File: config.mk
export PLATFORM = sky130hd
export DESIGN_NAME = uart_cmd_dispatcher
export DESIGN_NICKNAME = d
export VERILOG_FILES = /design/src/rtl/uart_cmd_dispatcher.sv
export SDC_FILE = /design/constraint.sdc
export NUM_CORES = 1
export LEC_CHECK = 0
export BUFFER_PORTS_ARGS = -buffer_cell sky130_fd_sc_hd__buf_2
export CELL_PAD_IN_SITES_DETAIL_PLACEMENT = 0
export CELL_PAD_IN_SITES_GLOBAL_PLACEMENT = 1
export CORE_MARGIN = 1.5
export CORE_UTILIZATION = 40
export DETAILED_ROUTE_END_ITERATION = 7
export PLACE_DENSITY_LB_ADDON = 0.1
export SLEW_MARGIN = 20
export SYNTH_ARGS = -nofsm -noshare
export SYNTH_HDL_FRONTEND = slang
export SYNTH_SLANG_ARGS = --single-unit
export TNS_END_PERCENT = 20
File: constraint.sdc
create_clock -name clk -period 6.95 [get_ports clk]
set_input_delay 0.695 -clock clk [delete_from_list [all_inputs] [get_ports clk]]
set_output_delay 0.695 -clock clk [all_outputs]
set_load 0.02 [all_outputs]
File: src/rtl/uart_cmd_dispatcher.sv
// rtl/uart_cmd_dispatcher.sv - UART byte FIFO with prefix-routed, rate-limited payload dispatch to three targets.
// Optional feature macro: CMD_TIMEOUT_EN (idle-abort of ROUTE/DISCARD after TIMEOUT_CYCLES empty cycles).
module uart_cmd_dispatcher #(
    parameter int FIFO_DEPTH     = 8,
    parameter int MIN_GAP        = 4,
    parameter int MAX_PAYLOAD    = 3,
    parameter int TIMEOUT_CYCLES = 1024
) (
    input  logic       clk,
    input  logic       resetn,
    input  logic [7:0] uart_data,
    input  logic       uart_data_valid,
    output logic [7:0] cons_data,
    output logic [2:0] cons_valid,
    output logic [1:0] active_target,
    output logic       busy,
    output logic       fifo_overflow,
    output logic       frame_error
);

    localparam int AW = $clog2(FIFO_DEPTH);
    localparam int CW = AW + 1;
    localparam int GW = $clog2(MIN_GAP + 1);
    localparam int PW = 4;

    if (FIFO_DEPTH < 2 || (FIFO_DEPTH & (FIFO_DEPTH - 1)) != 0) begin : g_bad_depth
        $error("FIFO_DEPTH must be a power of two >= 2");
    end
    if (MIN_GAP < 1 || MAX_PAYLOAD < 1 || MAX_PAYLOAD > 15 || TIMEOUT_CYCLES < 1) begin : g_bad_param
        $error("MIN_GAP, MAX_PAYLOAD or TIMEOUT_CYCLES out of range");
    end

    typedef enum logic [1:0] {
        ST_IDLE    = 2'd0,
        ST_ROUTE   = 2'd1,
        ST_DISCARD = 2'd2
    } state_t;

    localparam logic [1:0] TGT_NONE = 2'b11;

    function automatic logic is_term(input logic [7:0] b);
        return (b == 8'h0A) || (b == 8'h0D);
    endfunction

    function automatic logic [1:0] decode_prefix(input logic [7:0] b);
        case (b)
            8'h43, 8'h63: return 2'd0;
            8'h53, 8'h73: return 2'd1;
            8'h54, 8'h74: return 2'd2;
            default:      return TGT_NONE;
        endcase
    endfunction

    logic [7:0]    mem_q [FIFO_DEPTH];
    logic [AW-1:0] wr_ptr_q, rd_ptr_q;
    logic [CW-1:0] count_q, count_d;
    logic          fifo_empty, fifo_full, push, pop;
    logic [7:0]    head;
    logic [1:0]    head_tgt;

    state_t        state_q, state_d;
    logic [1:0]    tgt_q, tgt_d;
    logic [7:0]    data_q, data_d;
    logic [2:0]    valid_q, valid_d;
    logic          busy_q, busy_d;
    logic          ovf_q, ovf_d;
    logic          ferr_q, ferr_d;
    logic [GW-1:0] gap_q, gap_d;
    logic [PW-1:0] cnt_q, cnt_d;

    assign fifo_empty = (count_q == '0);
    assign fifo_full  = (count_q == CW'(FIFO_DEPTH));
    assign head       = mem_q[rd_ptr_q];
    assign head_tgt   = decode_prefix(head);

`ifdef CMD_TIMEOUT_EN
    localparam int TW = $clog2(TIMEOUT_CYCLES + 1);
    logic [TW-1:0] idle_cnt_q, idle_cnt_d;
`endif

    always_comb begin
        state_d = state_q;
        tgt_d   = tgt_q;
        data_d  = data_q;
        valid_d = '0;
        ferr_d  = 1'b0;
        cnt_d   = cnt_q;
        gap_d   = (gap_q != '0) ? gap_q - GW'(1) : '0;
        pop     = 1'b0;

        unique case (state_q)
            ST_IDLE: begin
                if (!fifo_empty) begin
                    pop = 1'b1;
                    if (head_tgt != TGT_NONE) begin
                        state_d = ST_ROUTE;
                        tgt_d   = head_tgt;
                        cnt_d   = '0;
                    end else if (!is_term(head)) begin
                        state_d = ST_DISCARD;
                        ferr_d  = 1'b1;
                    end
                end
            end
            ST_ROUTE: begin
                // Gap guard keeps single-byte-per-state consumers from seeing back-to-back strobes.
                if (!fifo_empty && gap_q == '0) begin
                    pop = 1'b1;
                    if (is_term(head)) begin
                        state_d = ST_IDLE;
                        tgt_d   = TGT_NONE;
                    end else if (cnt_q < PW'(MAX_PAYLOAD)) begin
                        data_d  = head;
                        valid_d = 3'b001 << tgt_q;
                        cnt_d   = cnt_q + PW'(1);
                        gap_d   = GW'(MIN_GAP - 1);
                    end else begin
                        ferr_d  = 1'b1;
                        state_d = ST_DISCARD;
                        tgt_d   = TGT_NONE;
                    end
                end
            end
            ST_DISCARD: begin
                if (!fifo_empty) begin
                    pop = 1'b1;
                    if (is_term(head)) begin
                        state_d = ST_IDLE;
                    end
                end
            end
            default: begin
                state_d = ST_IDLE;
                tgt_d   = TGT_NONE;
            end
        endcase

`ifdef CMD_TIMEOUT_EN
        // Abort only fires with the FIFO empty, so no pop competes with it and a
        // byte pushed in the same cycle is parsed afresh from IDLE.
        idle_cnt_d = '0;
        if (state_q != ST_IDLE && fifo_empty) begin
            if (idle_cnt_q == TW'(TIMEOUT_CYCLES - 1)) begin
                state_d = ST_IDLE;
                tgt_d   = TGT_NONE;
                ferr_d  = 1'b1;
            end else begin
                idle_cnt_d = idle_cnt_q + TW'(1);
            end
        end
`endif

        push    = uart_data_valid && (!fifo_full || pop);
        ovf_d   = ovf_q || (uart_data_valid && !push);
        count_d = count_q + CW'(push) - CW'(pop);
        busy_d  = (state_d != ST_IDLE) || (count_d != '0);
    end

    always_ff @(posedge clk) begin
        if (push) begin
            mem_q[wr_ptr_q] <= uart_data;
        end
    end

    always_ff @(posedge clk or negedge resetn) begin
        if (!resetn) begin
            wr_ptr_q <= '0;
            rd_ptr_q <= '0;
            count_q  <= '0;
            state_q  <= ST_IDLE;
            tgt_q    <= TGT_NONE;
            data_q   <= '0;
            valid_q  <= '0;
            busy_q   <= 1'b0;
            ovf_q    <= 1'b0;
            ferr_q   <= 1'b0;
            gap_q    <= '0;
            cnt_q    <= '0;
        end else begin
            if (push) begin
                wr_ptr_q <= wr_ptr_q + AW'(1);
            end
            if (pop) begin
                rd_ptr_q <= rd_ptr_q + AW'(1);
            end
            count_q <= count_d;
            state_q <= state_d;
            tgt_q   <= tgt_d;
            data_q  <= data_d;
            valid_q <= valid_d;
            busy_q  <= busy_d;
            ovf_q   <= ovf_d;
            ferr_q  <= ferr_d;
            gap_q   <= gap_d;
            cnt_q   <= cnt_d;
        end
    end

`ifdef CMD_TIMEOUT_EN
    always_ff @(posedge clk or negedge resetn) begin
        if (!resetn) begin
            idle_cnt_q <= '0;
        end else begin
            idle_cnt_q <= idle_cnt_d;
        end
    end
`endif

    assign cons_data     = data_q;
    assign cons_valid    = valid_q;
    assign active_target = tgt_q;
    assign busy          = busy_q;
    assign fifo_overflow = ovf_q;
    assign frame_error   = ferr_q;

endmodule

==> impl_table.tex <==
\begin{tabular}{lr}
\hline
Metric & Value \\
\hline
\multicolumn{2}{l}{\textbf{Synth}} \\
Mapped cell area & 4210 um\^{}2 \\
Cell type with the largest total area after synthesis & edfxtp\_1 \\
Ys flop type & edfxtp\_1 \\
Part of the Yosys area used for sequential elements & 0.664 \\
FF+latch count, synth & 99 \\
Number of library cell types mapped by synthesis & 47 \\
Yosys top cell area share & 0.456 \\
Number of nets in the synthesized netlist & 276 \\
Post-synth EDFFs & 64 \\
Syn. warnings & 0 \\
Main area contributors after synthesis & edfxtp\_1, dfrtp\_1, mux4\_1 \\
Async SR Flop Fraction & 0.354 \\
Mean instance size in the synthesized netlist & 16.7 um\^{}2 \\
Gate Count Post-Synth & 253 \\
\multicolumn{2}{l}{\textbf{Route}} \\
Detailed-route wire length & 7520 um \\
WL/cell & 17.6 um \\
Antenna violation net count after detailed routing & 0 \\
Vias per Instance & 5.07 \\
Detailed-route DRC error count & 0 \\
Via total after detailed routing & 2167 \\
Initial DRT Pass Iterations & 4 \\
Detailed Route Iter0 Violations & 68 \\
\multicolumn{2}{l}{\textbf{Final layout}} \\
Antenna diodes & 0 \\
Relative area change from synthesis to final layout & 11.8\% \\
Ratio of cells with drive above 1 in the final layout & 0.244 \\
Number of filler instances in the final layout & 953 \\
Fin nets & 309 \\
Most used cells in the layout excluding fill and tap cells & edfxtp\_1, dfrtp\_1, buf\_2 \\
Most common library cell in the layout ignoring fill and taps & edfxtp\_1 \\
\multicolumn{2}{l}{\textbf{Pwr}} \\
Internal power of the cells & 1130 uW \\
Proportion of power drawn by flip-flops and latches & 0.478 \\
PwrDens & 358 nW/um\^{}2 \\
Maximum vdd ir drop & 0.142 mV \\
Fraction of power consumed by the clock network & 0.230 \\
Leakage power total & 0.00186 uW \\
Switching Share & 0.331 \\
Sw power & 559 uW \\
Part of the power in combinational logic & 0.292 \\
\multicolumn{2}{l}{\textbf{Job}} \\
Max-cap check violation count & 0 \\
\multicolumn{2}{l}{\textbf{Placed design}} \\
Placed wire-length estimate & 5000 um \\
Number of input and output port buffers inserted & 26 \\
Routability congestion estimate from global placement & 0.693 \\
\multicolumn{2}{l}{\textbf{Timing}} \\
Final setup viols & 0 \\
Top achievable clock speed & 274 MHz \\
Period utilisation layout & 0.525 \\
Setup repair after global routing missed its margin & false \\
Fin. max-slew vios & 0 \\
Worst-case clock skew & 12.4 ps \\
Worst hold slack after final layout & 397 ps \\
Slew @ Worst Pin & 928 ps \\
Post-layout minimum cycle time & 3650 ps \\
Endpoints failing hold & 0 \\
Remaining max-slew budget at the tightest pin & 0.378 \\
Total Neg Setup Slack & 0 ps \\
\multicolumn{2}{l}{\textbf{Clocking}} \\
Sink count of the clock tree & 99 \\
Hold bufs inserted after CTS & 0 \\
Number of levels the H-tree was split into & 3 \\
Max Buffers Root-to-Sink & 2 \\
Clock network latency to the later pin of the worst-skew pair & 370 ps \\
TritonCTS buffer count & 9 \\
Setup repair bufs after CTS & 0 \\
Clock input transition at the sequential cells of the worst setup and hold paths & 100 ps \\
TritonCTS clock tree & done \\
Resized cells post-CTS & 0 \\
Cell at the root of the clock tree & clkbuf\_8 \\
\multicolumn{2}{l}{\textbf{Worst hold path}} \\
Worst min-delay path class & input pin to async pin \\
\multicolumn{2}{l}{\textbf{Die}} \\
Floorplan die width & 106 um \\
Row count & 37 \\
Standard cell core area & 10300 um\^{}2 \\
Initial Util & 0.410 \\
Die area & 11200 um\^{}2 \\
Number of ports placed on the die boundary & 27 \\
Die boundary height & 106 um \\
\multicolumn{2}{l}{\textbf{Worst setup path}} \\
Type of origin of the critical path & register \\
Critical path arrival & 3910 ps \\
Type of the worst setup path & register to register \\
Worst setup EP type & register \\
Maximum fanout encountered on the critical timing path & 8 \\
Data required time at the worst endpoint & 7210 ps \\
\multicolumn{2}{l}{\textbf{Global routing}} \\
Overflow after GRT & 0 \\
Initial antenna violation count & 0 \\
Global-route usage over all layers & 0.149 \\
Vias in the first global route & 2182 \\
Largest net degree at the start of global routing & 36 \\
Wire length of the first global-routing pass & 12200 um \\
\multicolumn{2}{l}{\textbf{Status}} \\
Run status & finished clean \\
\hline
\end{tabular}
## sequential cells by signal (all words and copies together), names as in the netlist
signal / flops
mem_q: 64
cons_data: 8
cnt_q: 4
count_q: 4
cons_valid: 3
gap_q: 3
rd_ptr_q: 3
wr_ptr_q: 3
active_target: 2
state_q: 2
busy: 1
fifo_overflow: 1
frame_error: 1
## stage by stage
step                total power (uW)  worst slack (ps)  area, um^2  cells  utilization
floorplan                       1180              3770        4210    253            -
global placement                1320              3390        4510    411        0.438
detailed placement              1320              3260        4510    411        0.438
CTS                             1710              3250        4710    427        0.459
global route                    1790              2960        4710    427        0.459
finish                          1690              3300        4710    427        0.459
## synth_stat cells, drive strengths merged (2+ instances only)
| cell type | instances |
|---|---|
| o21ai | 3 |
| nor3 | 10 |
| mux4 | 16 |
| nor3b | 3 |
| nand3 | 4 |
| ha | 11 |
| clkbuf | 2 |
| xnor2 | 4 |
| inv | 16 |
| o211ai | 4 |
| and2 | 4 |
| dfstp | 2 |
| buf | 5 |
| or3 | 2 |
| edfxtp | 64 |
| nand3b | 2 |
| o21bai | 2 |
| nand2 | 15 |
| a21oi | 4 |
| mux2i | 6 |
| xor2 | 2 |
| dfrtp | 33 |
| nor4 | 2 |
| nor2 | 9 |
| mux2 | 14 |
| nand2b | 3 |
## final cells by class
| class | count | area, um^2 | share of cell area |
|---|---|---|---|
| sequential | 99 | 2800 | 0.594 |
| tap | 136 | 170 | 0.0361 |
| timing repair buffer | 29 | 153 | 0.0324 |
| clock inverter | 7 | 83.8 | 0.0178 |
| clock buffer | 9 | 124 | 0.0263 |
| inverter | 16 | 60.1 | 0.0127 |
| multi-input combinational | 131 | 1320 | 0.281 |
## worst paths after layout
kind	cells after the start	start	endpoint	slack, ps
worst max register to register	14	count_q[2]	busy	3300
worst min-delay path	1	resetn	cnt_q[1]	400
worst max-delay path	14	count_q[2]	busy	3300
max in group asynchronous	1	resetn	wr_ptr_q[2]	6050
min in group clk	1	fifo_overflow	fifo_overflow	500
worst min register to register	1	fifo_overflow	fifo_overflow	500
## kinds of logic (layout without fill, tap and decap cells)
family / after synthesis / in the layout / synth area share
XOR/XNOR: 6 / 6 / 0.0125
AND/OR/NAND/NOR: 60 / 60 / 0.0781
multiplexers: 36 / 36 / 0.150
AO/OA/AOI/OAI: 17 / 17 / 0.0312
flip-flops: 99 / 99 / 0.664
adder cells (fa/ha/maj): 12 / 12 / 0.0374
buffers and inverters: 23 / 61 / 0.0267
## metal layers
layer / vias to the layer above / global-route usage / routed length [um]
met5: - / 0 / 0
li1: 1026 / - / -
met4: 0 / 0.0550 / 70
met2: 42 / 0.227 / 3600
met1: 1093 / 0.208 / 3570
met3: 6 / 0.0340 / 280
## power by group through the flow
stage / registers [uW] / logic [uW] / clock network [uW]
floorplan: 782 / 400 / 0
global placement: 822 / 500 / 0
detailed placement: 822 / 500 / 0
CTS: 809 / 501 / 402
global route: 820 / 545 / 428
finish: 806 / 493 / 389
## critical path: stages, from the launching register on
cell and delay [ps]:
dfrtp_1 370, inv_1 110, ha_1 170, nor3b_1 430, a21oi_1 220, nand3b_1 250, nand2_1 290, ha_1 290
inv_1 60, ha_1 150, inv_1 50, fa_1 470, inv_1 50, nor4_1 280, or3b_1 370
(Power assumes the default switching activity.)
